--- config.mk ---
export PLATFORM = sky130hd
export DESIGN_NAME = muldiv_seq
export DESIGN_NICKNAME = d
export VERILOG_FILES = /design/src/rtl/muldiv_seq.sv
export SDC_FILE = /design/constraint.sdc
export NUM_CORES = 1
export LEC_CHECK = 0
export CORE_ASPECT_RATIO = 2
export CORE_MARGIN = 8
export CORE_UTILIZATION = 55
export CTS_BUF_LIST = sky130_fd_sc_hd__clkbuf_8
export DETAILED_ROUTE_END_ITERATION = 8
export DONT_BUFFER_PORTS = 1
export GPL_TIMING_DRIVEN = 0
export PLACE_DENSITY = 0.7
export SYNTH_ARGS = -nofsm -noshare
export SYNTH_HDL_FRONTEND = slang
export SYNTH_SLANG_ARGS = --single-unit
--- constraint.sdc ---
create_clock -name clk -period 13.16 [get_ports clk]
set_input_delay 0 -clock clk [delete_from_list [all_inputs] [get_ports clk]]
set_output_delay 0 -clock clk [all_outputs]
set_load 0.03 [all_outputs]
--- src/rtl/muldiv_seq.sv ---
// Iterative RV32M multiply/divide unit: one shift-add (multiply) or restoring
// shift-subtract (divide) step per cycle over a shared 2*DATA_WIDTH accumulator.
module muldiv_seq #(
    parameter int unsigned DATA_WIDTH = 32,
    parameter int unsigned CNT_WIDTH  = 6
) (
    input  logic                  clk,
    input  logic                  rst_n,
    input  logic                  start,
    input  logic [2:0]            op,
    input  logic [DATA_WIDTH-1:0] src_a,
    input  logic [DATA_WIDTH-1:0] src_b,
    input  logic                  flush,
    output logic                  busy,
    output logic                  valid,
    output logic [DATA_WIDTH-1:0] result
);

    typedef enum logic [1:0] {IDLE, CALC, DONE} state_t;

    localparam logic [DATA_WIDTH-1:0] MIN_NEG = {1'b1, {(DATA_WIDTH-1){1'b0}}};
    localparam logic [CNT_WIDTH-1:0]  LAST    = CNT_WIDTH'(DATA_WIDTH - 1);

    state_t                  state, state_nxt;
    logic [2:0]              op_q;
    logic                    neg_q;
    logic [DATA_WIDTH-1:0]   opnd_q;
    logic [2*DATA_WIDTH-1:0] acc;
    logic [CNT_WIDTH-1:0]    cnt;

    logic                    accept;
    logic                    special;
    logic [DATA_WIDTH-1:0]   spec_res;
    logic                    a_neg, b_neg;
    logic                    use_sa, use_sb, neg_in;
    logic [DATA_WIDTH-1:0]   mag_a, mag_b;

    logic [DATA_WIDTH:0]     sum;
    logic [DATA_WIDTH:0]     rem_sh;
    logic [DATA_WIDTH:0]     diff;
    logic [2*DATA_WIDTH-1:0] acc_nxt;
    logic [2*DATA_WIDTH-1:0] prod;
    logic [DATA_WIDTH-1:0]   div_raw;
    logic [DATA_WIDTH-1:0]   fin_res;

    assign accept = (state == IDLE) && start && !flush;

    // Operand conditioning: signed ops work on magnitudes, sign restored at the end
    always_comb begin
        a_neg  = src_a[DATA_WIDTH-1];
        b_neg  = src_b[DATA_WIDTH-1];
        use_sa = 1'b0;
        use_sb = 1'b0;
        neg_in = 1'b0;
        case (op)
            3'b001, 3'b100: begin use_sa = 1'b1; use_sb = 1'b1; neg_in = a_neg ^ b_neg; end
            3'b010:         begin use_sa = 1'b1; neg_in = a_neg; end
            3'b110:         begin use_sa = 1'b1; use_sb = 1'b1; neg_in = a_neg; end
            default:        ;
        endcase
        mag_a = (use_sa && a_neg) ? -src_a : src_a;
        mag_b = (use_sb && b_neg) ? -src_b : src_b;
    end

    always_comb begin
        special  = 1'b0;
        spec_res = '0;
        if (op[2] && src_b == '0) begin
            special  = 1'b1;
            spec_res = op[1] ? src_a : '1;
        end else if (op[2] && !op[0] && src_a == MIN_NEG && src_b == '1) begin
            special  = 1'b1;
            spec_res = op[1] ? '0 : MIN_NEG;
        end
    end

    // One iteration; acc holds {partial_hi, multiplier} or {remainder, dividend/quotient}
    always_comb begin
        sum     = {1'b0, acc[2*DATA_WIDTH-1:DATA_WIDTH]} + (acc[0] ? {1'b0, opnd_q} : '0);
        rem_sh  = {acc[2*DATA_WIDTH-1:DATA_WIDTH], acc[DATA_WIDTH-1]};
        diff    = rem_sh - {1'b0, opnd_q};
        acc_nxt = '0;
        if (!op_q[2]) begin
            acc_nxt = {sum, acc[DATA_WIDTH-1:1]};
        end else if (!diff[DATA_WIDTH]) begin
            acc_nxt = {diff[DATA_WIDTH-1:0], acc[DATA_WIDTH-2:0], 1'b1};
        end else begin
            acc_nxt = {rem_sh[DATA_WIDTH-1:0], acc[DATA_WIDTH-2:0], 1'b0};
        end
        prod    = neg_q ? -acc_nxt : acc_nxt;
        div_raw = op_q[1] ? acc_nxt[2*DATA_WIDTH-1:DATA_WIDTH] : acc_nxt[DATA_WIDTH-1:0];
        if (!op_q[2]) begin
            fin_res = (op_q[1:0] == 2'b00) ? prod[DATA_WIDTH-1:0] : prod[2*DATA_WIDTH-1:DATA_WIDTH];
        end else begin
            fin_res = neg_q ? -div_raw : div_raw;
        end
    end

    always_ff @(posedge clk) begin
        if (!rst_n) state <= IDLE;
        else        state <= state_nxt;
    end

    always_comb begin
        state_nxt = state;
        valid     = 1'b0;
        busy      = (state != IDLE);
        case (state)
            IDLE: if (accept) state_nxt = special ? DONE : CALC;
            CALC: begin
                if (flush)             state_nxt = IDLE;
                else if (cnt == LAST)  state_nxt = DONE;
            end
            DONE: begin
                state_nxt = IDLE;
                valid     = !flush;
            end
            default: state_nxt = IDLE;
        endcase
    end

    always_ff @(posedge clk) begin
        if (!rst_n) begin
            op_q   <= '0;
            neg_q  <= 1'b0;
            opnd_q <= '0;
            acc    <= '0;
            cnt    <= '0;
            result <= '0;
        end else begin
            case (state)
                IDLE: if (accept) begin
                    op_q   <= op;
                    neg_q  <= neg_in;
                    cnt    <= '0;
                    opnd_q <= op[2] ? mag_b : mag_a;
                    acc    <= {{DATA_WIDTH{1'b0}}, (op[2] ? mag_a : mag_b)};
                    if (special) result <= spec_res;
                end
                CALC: if (!flush) begin
                    acc <= acc_nxt;
                    cnt <= cnt + 1'b1;
                    if (cnt == LAST) result <= fin_res;
                end
                default: ;
            endcase
        end
    end

endmodule

==> results of run 1 <==
## stage by stage
step / setup WS [ns] / instance area (µm²) / util, % / instances
after CTS: 4.57 / 19600 / 60.9 / 3122
after detailed placement: 4.66 / 18400 / 57.3 / 3014
after global placement: 4.65 / 18400 / 57.2 / 3014
after floorplan: 7.70 / 17900 / - / 2587
## layer usage
metal | track usage (%) | GRT overflow
met1 | 56.0 | 0
met2 | 81.6 | 4
met5 | 2.83 | 0
met3 | 29.3 | 0
met4 | 61.2 | 2
## cells in the mapped netlist, types with 22 or more instances
master    number
inv_1         80
and3_1        26
buf_2         28
or3_1         32
and2_1        51
nor2b_1       22
nor2_1       264
a311oi_1      22
o211ai_1      79
nand4_1       33
a211oi_1      39
o31ai_1       36
a21o_1        29
nand2b_1      23
nand3_1       52
xor2_1        72
nand2_1      292
dfxtp_1      140
ha_1          70
xnor2_1       78
clkbuf_1     133
o21ai_0      187
a31oi_1       52
a21oi_1      220
nor3_1        77
mux2i_1       50
a22oi_1       35
## kinds of logic after synthesis
logic type / count (synthesis) / share of synthesized area, %
muxes: 70 / 4.13
xor gates and xnor gates: 150 / 7.36
buffers and inverters: 264 / 6.09
AOI/OAI and AO/OA: 916 / 34.8
adders and majority gates: 72 / 5.13
DFF: 140 / 15.7
and+or+nand+nor: 975 / 26.8
## timing repair
item,CTS
hold buffers,76
buffers inserted,0
hold endpoints to repair,83
==> results by group, run 1 <==
Placed design
  • GPL Wtd Cong: around 1.1
  • PortBufs: 0
  • Dpl hpwl: 80400 µm

GRT
  • Largest net degree at the start of global routing: 17
  • First-pass GRT wire length: approximately 170000 µm
  • Number of global-route vias before repair: 24853
  • Grt ovf: 6
  • GRT Util Overall: 57.2%

Outcome
  • Outcome: did not finish
  • Error message: [ERROR GRT-0116] Global routing finished with congestion. Check the congestion regions in the DRC Viewer.
  • Halt point of the flow: 5_1_grt

Yosys
  • Mapped Nets: 2730
  • Post-synth EDFFs: 0
  • Seq/Total Area, Yosys: 15.7%
  • Mapped Cells: 2587
  • Area of the mapped netlist: 17900 µm²
  • Synth Register Bits: 140
  • Area leader, netlist: dfxtp_1
  • Syn Area/Cell: 6.90 µm²
  • Yosys warns: 0
  • Synth area leaders: dfxtp_1, a21oi_1, nand2_1
  • Asr flop ratio synth: 0%
  • Synth unique cells: 118
  • Yosys top cell area share: 15.7%
  • Main synth FF type: dfxtp_1

Clocking
  • Sink Count: 140
  • Max Root-Sink Buffers: 2
  • H-tree depth: 4
  • Post-CTS Resized: 0
  • CTS Buf Count: 17
  • Clock root buffer: clkbuf_8

Floorplanning
  • Initial core utilization: a little under three fifths
  • Die Y: between 200 and 300 µm
  • Ports: ~110
  • Placement Rows: 93
  • Die X-Extent: 143 µm
==> inputs of run 2 (changes only) <==
==> config.mk (replaced) <==
export PLATFORM = sky130hd
export DESIGN_NAME = muldiv_seq
export DESIGN_NICKNAME = d
export VERILOG_FILES = /design/src/rtl/muldiv_seq.sv
export SDC_FILE = /design/constraint.sdc
export NUM_CORES = 1
export LEC_CHECK = 0
export CORE_MARGIN = 8
export CORE_UTILIZATION = 40
export DETAILED_ROUTE_END_ITERATION = 8
export DONT_BUFFER_PORTS = 1
export GPL_TIMING_DRIVEN = 0
export PLACE_DENSITY_LB_ADDON = 0.15
export SYNTH_ARGS = -nofsm -noshare
export SYNTH_HDL_FRONTEND = slang
export SYNTH_SLANG_ARGS = --single-unit
==> results by group, run 2 <==
Outcome
  • Outcome: finished with violations (was did not finish)
  • Failing checks: max-capacitance violations, max-slew violations

Worst setup path
  • Reg2reg end: result[30]
  • CP max FO: 10
  • Data arrival, critical path: 9.80 ns
  • Startpoint Class: flop
  • Worst path cell trace: buf_6 > buf_6 > buf_2 > buf_2 > buf_2 > buf_4 > buf_2 > buf_2 > buf_2 > buf_2 > buf_2 > clkbuf_1 > clkbuf_1 > o21ai_0 > nand2_1 > ha_1 > inv_1 > a211oi_1 > o211ai_1 > or3_1 > buf_2 > o41ai_1 > nor4_1 > or3_1
  • WP data required: 13.51 ns
  • Worst Reg2Reg Path Length in Cells: 24
  • Critical Path Max Stage Delay: 0.86 ns
  • Critical Path Sink Type: flop
  • Reg-to-reg slack, setup: 3.72 ns
  • Class of the most critical setup path: flop to flop
  • Reg-to-reg startpoint: op_q[2]
  • CP dominant cell by count: buf_2
  • Slowest CP cell: clkbuf_1

Drt
  • Number of routed nets with antenna violations: 0
  • Via count: 22419
  • Pre-antenna DRT Iters: 7
  • DR iter-0 viols: about 2700
  • # DRC: 0
  • Routed wire length per instance: 33.4 µm
  • Routed vias/inst: 6.84
  • Final WL: between 100000 and 150000 µm

Timing
  • Worst relative slew slack: -4.77%
  • Setup tns final: 0 ns
  • Slew Viols, Final: 11
  • Fmax: 106 MHz
  • Final Hold Fails: 0
  • Hold slack: 0.0285 ns
  • Final min period: 9.44 ns
  • Crit share post-route: 71.8%
  • Clock Skew: 0.0164 ns
  • RSZ-0062 raised after global routing: no
  • Least-Margin Pin Slew: between 1.5 and 2 ns
  • Final setup margin: 3.72 ns
  • Endpoints failing setup: 0

Pwr
  • Power density cells: 89.6 nW/µm²
  • Peak VDD IR: 0.0931 mV
  • Leakage dissipation: 7.35 nW

GRT
  • First-pass GRT wire length: approximately 150000 µm
  • Grt ovf: 0
  • Initial antenna violation count: 6
  • Largest net degree at the start of global routing: 17
  • GRT Util Overall: roughly two fifths
  • Number of global-route vias before repair: 21396

Clocking
  • CTS tree: built
  • Post-CTS Resized: 0 (unchanged)
  • Max Root-Sink Buffers: 2 (unchanged)
  • Clock root buffer: clkbuf_16 (was clkbuf_8)
  • CTS Buf Count: 17 (unchanged)
  • Sink Count: 140 (unchanged)
  • H-tree depth: 4 (unchanged)
  • CTS clk-pin slew, worst paths: 0.07 ns
  • Clock latency at the later pin of the worst-skew pair: 0.48 ns

Yosys
  • Adder-cell share of the synthesized area: 5.13% (unchanged)
  • Area of the mapped netlist: 17900 µm² (unchanged)
  • Yosys top cell area share: 15.7% (unchanged)
  • Largest family of logic cells by synthesized area: compound AO/OA/AOI/OAI gates (unchanged)
  • Post-synth EDFFs: 0 (unchanged)
  • Mapped Cells: 2587 (unchanged)
  • Synth Register Bits: 140 (unchanged)
  • Synth area leaders: dfxtp_1, a21oi_1, nand2_1 (unchanged)
  • Post-synthesis mux area share: 4.13% (unchanged)
  • Seq/Total Area, Yosys: 15.7% (unchanged)
  • Area leader, netlist: dfxtp_1 (unchanged)
  • Synth Area in XOR/XNOR: 7.36% (unchanged)
  • Synth Area in Compound Gates: 34.8% (unchanged)
  • Synth unique cells: 118 (unchanged)
  • List of most frequent post-synthesis cells: nand2_1, nor2_1, a21oi_1 (unchanged)
  • Mapped Nets: 2730 (unchanged)
  • Syn Area/Cell: 6.90 µm² (unchanged)
  • Count leader, synth: nand2_1 (unchanged)
  • Main synth FF type: dfxtp_1 (unchanged)
  • Synth Area in Simple Gates: 26.8% (unchanged)
  • Asr flop ratio synth: 0% (unchanged)
  • Yosys warns: 0 (unchanged)

Finish
  • Fin util: 44.9%
  • Most frequent cells in the layout: nand2_1, nor2_1, a21oi_1
  • Regs by FF count: acc x64, opnd_q x32, result x32
  • Commonest non-fill, non-tap cell in the layout: nand2_1
  • Max reg flops: 64
  • Largest reg by FF count: acc
  • Post-route cell area: between 15000 and 20000 µm²
  • Share of cells above drive strength 1: 6.52%
  • Nets: between 2000 and 3000
  • Area growth syn-to-layout: 11.0%

Worst hold path
  • Hold Path Sink: opnd_q[27]
  • Worst Hold Depth: 4
  • Hold path start: src_b[27]
  • Worst hold-check path type: input port to flop

Floorplanning
  • Die X-Extent: 227 µm (was 143 µm)
  • Ports: 105 (unchanged)
  • Core area: 44100 µm²
  • Initial core utilization: 40.5% (was 55.6%)
  • Placement Rows: 77 (was 93)
  • DIE AREA: 51600 µm²
  • Die Y: 227 µm (was 271 µm)

Placed design
  • Dpl hpwl: 86600 µm (was 80400 µm)
  • GPL Wtd Cong: 1.03 (was 1.15)
  • PortBufs: 0 (unchanged)
  • Dpl ws: 4.43 ns (was 4.66 ns)
  • Post-DP Area: 18600 µm² (was 18400 µm²)

Job
  • Max-cap violations: 1
-- run 2: cell counts after synthesis --
Identical to the previous run, type by type.
-- run 2: power breakdown --
group	total [W]	switching [W]	internal [W]	leakage (nW)
clock	0.000509	0.000240	0.000269	0.284
combinational	0.000774	0.000539	0.000234	5.93
sequential	0.000494	0.0000499	0.000444	1.14
total	0.00178	0.000829	0.000947	7.35
-- run 2: cell families after synthesis --
| logic type | Yosys count |
|---|---|
| XOR/XNOR | 150 |
| AO/OA/AOI/OAI | 916 |
| adder cells (fa/ha/maj) | 72 |
| multiplexers | 70 |
| buffers and inverters | 264 |
| AND/OR/NAND/NOR | 975 |
| flip-flops | 140 |
-- run 2: worst max-delay path, delay by kind of cell, from the launching register on --
| kind | cells | cell delay, ns |
|---|---|---|
| flops | 1 | 0.32 |
| buf+inv | 15 | 6.05 |
| compound gates | 4 | 1.66 |
| fa+ha+maj | 1 | 0.20 |
| simple gates | 4 | 1.01 |
-- run 2: cell type report --
type / instances / area, µm²
diodes: 5 / 12.5
plain buffers: 181 / 776
clock buffers: 18 / 439
clock inverters: 14 / 134
fillers: 4737 / 24300
inverters: 83 / 312
multi-input cells: 2183 / 14000
flip-flops and latches: 140 / 2800
well taps: 592 / 741
repair buffers: 64 / 636
-- run 2: layer usage --
layer	vias up	GRT usage (%)	wire [µm]
met5	-	0	33
met4	6	29.1	8810
met2	1552	64.4	47500
met1	10697	49.1	41600
met3	376	10.6	11800
li1	9788	-	-
-- run 2: worst max-delay path by stage --
| stage | from | endpoint | slack (ns) |
|---|---|---|---|
| final | op_q[2] | result[30] | 3.72 |
| after global routing | op_q[2] | result[22] | 3.93 |
| after CTS | op_q[2] | result[30] | 4.39 |
| after detailed placement | op_q[2] | result[30] | 4.43 |
| after global placement | op_q[2] | result[30] | 4.22 |
| after floorplan | acc[31] | result[16] | 7.70 |
-- run 2: stage by stage --
step,cells,total power (W)
6_report,3280,0.00178
5_1_grt,3279,0.00182
4_1_cts,3275,0.00173
3_5_place_dp,3180,0.00121
3_3_place_gp,3179,0.00121
2_1_floorplan,2587,0.000943
-- run 2: repair_timing --
| action | 4_1_cts | 5_1_grt |
|---|---|---|
| endpoints found under the hold margin | 75 | 0 |
| hold buffers | 63 | 0 |
| setup buffers | 0 | 0 |
Power figures use the tool's default switching activity.
